==> config.mk <==
export PLATFORM = sky130hd
export DESIGN_NAME = de10_bus_resp_controller
export DESIGN_NICKNAME = d
export VERILOG_FILES = /design/src/rtl/de10_bus_resp_controller.sv
export SDC_FILE = /design/constraint.sdc
export NUM_CORES = 1
export LEC_CHECK = 0
export ABC_CLOCK_PERIOD_IN_PS = 2100
export CORE_MARGIN = 5
export CORE_UTILIZATION = 30
export CTS_CLUSTER_SIZE = 40
export DETAILED_ROUTE_END_ITERATION = 8
export PLACE_DENSITY = 0.62
export SYNTH_ARGS = -nofsm -noshare
export SYNTH_HDL_FRONTEND = slang
export SYNTH_SLANG_ARGS = --single-unit
==> constraint.sdc <==
create_clock -name clk -period 2.1 [get_ports clk]
set_input_delay 0.42 -clock clk [delete_from_list [all_inputs] [get_ports clk]]
set_output_delay 0.42 -clock clk [all_outputs]
set_load 0.02 [all_outputs]
==> src/rtl/de10_bus_resp_controller.sv <==
// -----------------------------------------------------------------------------
// de10_bus_resp_controller
// Return-path controller for the DE10-Lite CPU data bus. Takes one CPU request
// at a time, steers it to SDRAM or the peripheral bus by address tag, holds the
// target request until it acknowledges, and hands the result back through a
// valid/ready response handshake. A target that never acknowledges is turned
// into a bus-error response after TIMEOUT_CYCLES wait cycles (0 = never).
// -----------------------------------------------------------------------------
module de10_bus_resp_controller #(
    parameter int unsigned TIMEOUT_CYCLES = 1023,
    parameter int unsigned TAG_MSB        = 31,
    parameter int unsigned TAG_LSB        = 22
) (
    input  logic        clk,
    input  logic        rst_n,

    // CPU request channel
    input  logic        cpu_req_valid,
    output logic        cpu_req_ready,
    input  logic [31:0] cpu_addr,
    input  logic        cpu_we,
    input  logic [31:0] cpu_wdata,

    // CPU response channel
    output logic        cpu_rsp_valid,
    input  logic        cpu_rsp_ready,
    output logic [31:0] cpu_rsp_rdata,
    output logic        cpu_rsp_err,

    // Shared target request fields
    output logic [31:0] tgt_addr,
    output logic        tgt_we,
    output logic [31:0] tgt_wdata,

    // SDRAM target
    output logic        sdram_req,
    input  logic        sdram_ack,
    input  logic [31:0] sdram_rdata,

    // Peripheral target
    output logic        periph_req,
    input  logic        periph_ack,
    input  logic [31:0] periph_rdata
);

    // Counter wide enough to hold TIMEOUT_CYCLES; keep one bit when disabled.
    localparam int unsigned CNT_W = (TIMEOUT_CYCLES == 0) ? 1 : $clog2(TIMEOUT_CYCLES + 1);
    localparam logic [CNT_W-1:0] CNT_LIMIT = CNT_W'(TIMEOUT_CYCLES);
    localparam logic [CNT_W-1:0] CNT_MAX   = '1;
    localparam bit               TIMEOUT_EN = (TIMEOUT_CYCLES != 0);

    typedef enum logic [1:0] {
        ST_IDLE        = 2'd0,
        ST_WAIT_SDRAM  = 2'd1,
        ST_WAIT_PERIPH = 2'd2,
        ST_RESP        = 2'd3
    } state_t;

    state_t            state_q,      state_d;
    logic [31:0]       tgt_addr_q,   tgt_addr_d;
    logic              tgt_we_q,     tgt_we_d;
    logic [31:0]       tgt_wdata_q,  tgt_wdata_d;
    logic              sdram_req_q,  sdram_req_d;
    logic              periph_req_q, periph_req_d;
    logic [31:0]       rsp_rdata_q,  rsp_rdata_d;
    logic              rsp_err_q,    rsp_err_d;
    logic [CNT_W-1:0]  cnt_q,        cnt_d;

    // Helper signals for the wait states
    logic              req_is_sdram;
    logic              sel_ack;
    logic [31:0]       sel_rdata;
    logic [CNT_W-1:0]  cnt_inc;
    logic              timeout_hit;

    // Address decode: an all-zero tag field selects SDRAM, anything else the peripherals.
    always_comb begin
        req_is_sdram = (cpu_addr[TAG_MSB:TAG_LSB] == '0);
    end

    // Pick the ack/data of the target actually being waited on; the other one is ignored.
    always_comb begin
        sel_ack   = 1'b0;
        sel_rdata = 32'h0;
        if (state_q == ST_WAIT_SDRAM) begin
            sel_ack   = sdram_ack;
            sel_rdata = sdram_rdata;
        end else if (state_q == ST_WAIT_PERIPH) begin
            sel_ack   = periph_ack;
            sel_rdata = periph_rdata;
        end
    end

    // Saturating wait counter increment and timeout detection (counter reaching the limit).
    always_comb begin
        cnt_inc     = (cnt_q == CNT_MAX) ? cnt_q : cnt_q + 1'b1;
        timeout_hit = TIMEOUT_EN && (cnt_inc == CNT_LIMIT);
    end

    // Next-state and next-register logic; every register holds unless changed below.
    always_comb begin
        state_d      = state_q;
        tgt_addr_d   = tgt_addr_q;
        tgt_we_d     = tgt_we_q;
        tgt_wdata_d  = tgt_wdata_q;
        sdram_req_d  = sdram_req_q;
        periph_req_d = periph_req_q;
        rsp_rdata_d  = rsp_rdata_q;
        rsp_err_d    = rsp_err_q;
        cnt_d        = cnt_q;

        unique case (state_q)
            ST_IDLE: begin
                if (cpu_req_valid) begin
                    tgt_addr_d  = cpu_addr;
                    tgt_we_d    = cpu_we;
                    tgt_wdata_d = cpu_wdata;
                    cnt_d       = '0;
                    if (req_is_sdram) begin
                        state_d     = ST_WAIT_SDRAM;
                        sdram_req_d = 1'b1;
                    end else begin
                        state_d      = ST_WAIT_PERIPH;
                        periph_req_d = 1'b1;
                    end
                end
            end

            ST_WAIT_SDRAM, ST_WAIT_PERIPH: begin
                cnt_d = cnt_inc;
                // An ack in the timeout cycle still counts as a good completion.
                if (sel_ack) begin
                    rsp_rdata_d  = tgt_we_q ? 32'h0 : sel_rdata;
                    rsp_err_d    = 1'b0;
                    sdram_req_d  = 1'b0;
                    periph_req_d = 1'b0;
                    state_d      = ST_RESP;
                end else if (timeout_hit) begin
                    rsp_rdata_d  = 32'h0;
                    rsp_err_d    = 1'b1;
                    sdram_req_d  = 1'b0;
                    periph_req_d = 1'b0;
                    state_d      = ST_RESP;
                end
            end

            ST_RESP: begin
                // Hold data/err until the CPU takes them, then tidy up for the next request.
                if (cpu_rsp_ready) begin
                    rsp_rdata_d = 32'h0;
                    rsp_err_d   = 1'b0;
                    cnt_d       = '0;
                    state_d     = ST_IDLE;
                end
            end

            default: begin
                state_d      = ST_IDLE;
                sdram_req_d  = 1'b0;
                periph_req_d = 1'b0;
            end
        endcase
    end

    // State and datapath registers; reset drops any in-flight transaction.
    always_ff @(posedge clk or negedge rst_n) begin
        if (!rst_n) begin
            state_q      <= ST_IDLE;
            tgt_addr_q   <= 32'h0;
            tgt_we_q     <= 1'b0;
            tgt_wdata_q  <= 32'h0;
            sdram_req_q  <= 1'b0;
            periph_req_q <= 1'b0;
            rsp_rdata_q  <= 32'h0;
            rsp_err_q    <= 1'b0;
            cnt_q        <= '0;
        end else begin
            state_q      <= state_d;
            tgt_addr_q   <= tgt_addr_d;
            tgt_we_q     <= tgt_we_d;
            tgt_wdata_q  <= tgt_wdata_d;
            sdram_req_q  <= sdram_req_d;
            periph_req_q <= periph_req_d;
            rsp_rdata_q  <= rsp_rdata_d;
            rsp_err_q    <= rsp_err_d;
            cnt_q        <= cnt_d;
        end
    end

    // Handshake flags decode straight from the state register.
    always_comb begin
        cpu_req_ready = (state_q == ST_IDLE);
        cpu_rsp_valid = (state_q == ST_RESP);
    end

    // Remaining outputs come directly from registers.
    always_comb begin
        cpu_rsp_rdata = rsp_rdata_q;
        cpu_rsp_err   = rsp_err_q;
        tgt_addr      = tgt_addr_q;
        tgt_we        = tgt_we_q;
        tgt_wdata     = tgt_wdata_q;
        sdram_req     = sdram_req_q;
        periph_req    = periph_req_q;
    end

endmodule

==> metrics.md <==
| Metric | Value |
|---|---|
| Yosys cell types | 54 |
| RePlAce Congestion | 0.844 |
| Outcome | complete, no violations |
| Max Clock Freq | 488 MHz |
| Cell breakdown of the critical path | ha_4 > nand4_4 > nor3_4 > a221o_2 > buf_4 > nand2_1 > o311a_1 > a31oi_1 |
| Die Area | 21100 um2 |
| Fin cells | 1055 |
| Lkg Pwr | 0.00361 uW |
| Initial DRC count | 154 |
| Final hold slack | 0.507 ns |
| Minimum clock period | 2.05 ns |
| Worst setup path class | reg -> reg |
| Share of layout cells above drive strength 1 | 19.6% |
| Die X | 145 um |
| WP data arrival | 2.31 ns |
| Most numerous cell in the Yosys netlist | dfrtp_1 |
| Tcrit/Tclk final | 97.5% |
| Relative slew margins | 73.0% |
| GRT Resource Usage Total | 16.5% |
| # IOs | 237 |
| Seq/Total Area, Yosys | 51.0% |
| DR DRC count | 0 |
| Placed insts | 1034 |
| # clock sinks | 112 |
| Syn nets | 710 |
| FILL cells | 1728 |
| Post-synth top area share | 51.0% |
| Kind of end point of the critical path | flip-flop |
| Number of synthesized register bits | 112 |
| Routed WL per cell | 17.0 um |
| Drt pass-1 iters | 4 |
| Cts bufs inserted | 9 |
| Async S/R FF share, synth | 100% |
| Startpoint types | flip-flop |
| Multi-input gate area | 2600 um2 |
| Slowest CP cell | dfrtp_1 |
| Worst reg-to-reg path cell count | 8 |
| Clock buffer depth | 2 |
| First-pass GRT wire length | 28600 um |
| Synthesized instance count | 570 |
| Remaining global-route overflow | 0 |
| Yosys warnings | 0 |
| Post-synth top cells | 112 x dfrtp_1, 85 x nand2_1, 75 x a21oi_1 |
| N_diodes | 0 |
| Mapped Area | 5490 um2 |
| Pwr dens | 1400 nW/um2 |
| Worst-path fanout max | 6 |
| Mapped Avg Cell Area | 9.64 um2 |
| Die height | 145 um |
| Worst Hold Depth | 1 |
| Setup violators final | 0 |
| Antenna violations before repair | 0 |
| Via count | 5118 |
| Largest net degree at the start of global routing | 49 |
| Core footprint | 18000 um2 |
| Clk pin slew, worst setup/hold paths | 0.08 ns |
| Dpl hpwl | 12800 um |
| ANT nets after route | 0 |
| CTS tree | done |
| Final WL | 17900 um |
| Worst-Skew Late Latency | 0.35 ns |
| Largest area contributor in the netlist | dfrtp_1 |
| Clk_skew | 0.00799 ns |
| Area grow syn2layout | 60.9% |
| Worst vdd ir | 0.000778 V |
| Root Buffer | clkbuf_16 |
| CTS H-tree lvls | 3 |
| Synth top area cells | dfrtp_1 51%, mux2_2 14%, a21oi_1 6.8%, nand2_1 5.8%, nor2_1 4.9% |
| Final Slew Violations | 0 |
| CP peak stage delay | 0.40 ns |
| Hold WC Path Type | reg -> reg |
| Endpoints failing hold | 0 |
| FF+latch area | 2810 um2 |
| Number of flops mapped to enable cells by yosys | 0 |
| Vias in the first global route | 5249 |
| Max-cap violations | 0 |
| Rows | 49 |
| Synth Flop Type | dfrtp_1 |
| Avg Vias per Cell | 4.85 |
| CP Data Required Time | 2.36 ns |
| Final nets | 961 |
| Starting Density | 30.5% |
| Port buffer count | 236 |
| Worst-margin pin slew | 0.405 ns |
## worst paths after layout
path	from	endpoint	slack [ns]
max	cnt_q[1]$_DFFE_PN0P_	state_q[0]$_DFFE_PN0P_	0.05
min reg2reg	tgt_wdata[3]$_DFFE_PN0P_	tgt_wdata[3]$_DFFE_PN0P_	0.51
min in group asynchronous	rst_n	tgt_addr[19]$_DFFE_PN0P_	0.52
max reg2reg	cnt_q[1]$_DFFE_PN0P_	state_q[0]$_DFFE_PN0P_	0.05
max in group asynchronous	rst_n	cpu_rsp_rdata[24]$_DFFE_PN0P_	0.97
min	tgt_wdata[3]$_DFFE_PN0P_	tgt_wdata[3]$_DFFE_PN0P_	0.51
## final cells by class
cell class                 count  area share, %
clock buffer                  10           2.70
multi-input combinational    408           29.4
timing repair buffer         282           31.9
clock inverter                 6          0.609
sequential                   112           31.8
inverter                       8          0.340
tap                          229           3.24
## critical path, delay by kind of cell, from the launching register on
kind / cells / cell delay, ns
buf+inv: 1 / 0.14
flops: 1 / 0.40
compound gates: 3 / 0.73
fa+ha+maj: 1 / 0.18
simple gates: 3 / 0.51
## through the flow
stage | util, % | TNS [ns] | setup slack, ns | instance area [um2] | power [uW]
after floorplan | - | -0.00448 | -0.00448 | 5510 | 7330
after global placement | 46.6 | -0.0507 | -0.0158 | 8390 | 10600
after detailed placement | 46.6 | -0.883 | -0.0623 | 8390 | 10600
after CTS | 48.3 | 0 | 0.00613 | 8710 | 12400
after global routing | 49.0 | -0.139 | -0.0330 | 8840 | 13300
final | 49.0 | 0 | 0.0518 | 8840 | 12400
## cells by family (layout without fill, tap and decap cells)
group           count (synthesis)  in the layout  share of synthesized area (%)
fa+ha+maj                       5              5                           1.14
mux                            69             69                           14.1
xor+xnor                        1              1                          0.159
flops                         112            112                           51.0
compound gates                144            144                           15.0
simple gates                  189            189                           14.9
buf+inv                        50            306                           3.67
## layout by cell type, fill, tap and decap left out, types with 3 or more instances in the layout
master,Yosys,routed
buf_4,1,37
nand4_1,3,3
a21oi_1,75,74
dfrtp_2,0,5
dfrtp_1,112,107
buf_12,0,8
nand2_1,85,83
o21ai_0,20,10
a31oi_1,3,3
clkdlybuf4s50_1,0,233
o21ai_1,19,28
nor2b_1,3,3
clkbuf_16,0,10
nand3_1,7,6
ha_1,5,3
inv_1,8,8
a41oi_1,3,3
mux2_2,67,67
a22o_1,3,3
nor2_1,71,70
## power breakdown
part	switching (uW)	internal (uW)	leakage [uW]
Combinational	3690	3340	0.00208
Sequential	577	3080	0.00140
Clock	861	854	0.000138
## timing repair
action,in CTS,in global routing
setup buffers,0,3
setup endpoints to repair,17,37
resized for setup,7,32
gates cloned,0,1
pin swaps,0,13
hold buffers,1,0
hold endpoints to repair,26,0
## flip-flops by register name, indices dropped and copies added (netlist names)
signal         flops
periph_req         1
state_q            2
tgt_addr          32
cpu_rsp_err        1
sdram_req          1
cnt_q             10
tgt_we             1
cpu_rsp_rdata     32
tgt_wdata         32
## routing by layer
| metal | routed length (um) | part of all wire [%] | track usage (%) |
|---|---|---|---|
| met5 | 0 | 0 | 0 |
| met1 | 7730 | 43 | 21.4 |
| met4 | 279 | 1.6 | 4.57 |
| met2 | 7390 | 41 | 23.3 |
| met3 | 2490 | 14 | 9.67 |
Note: power is estimated with default switching activity, not from simulation.
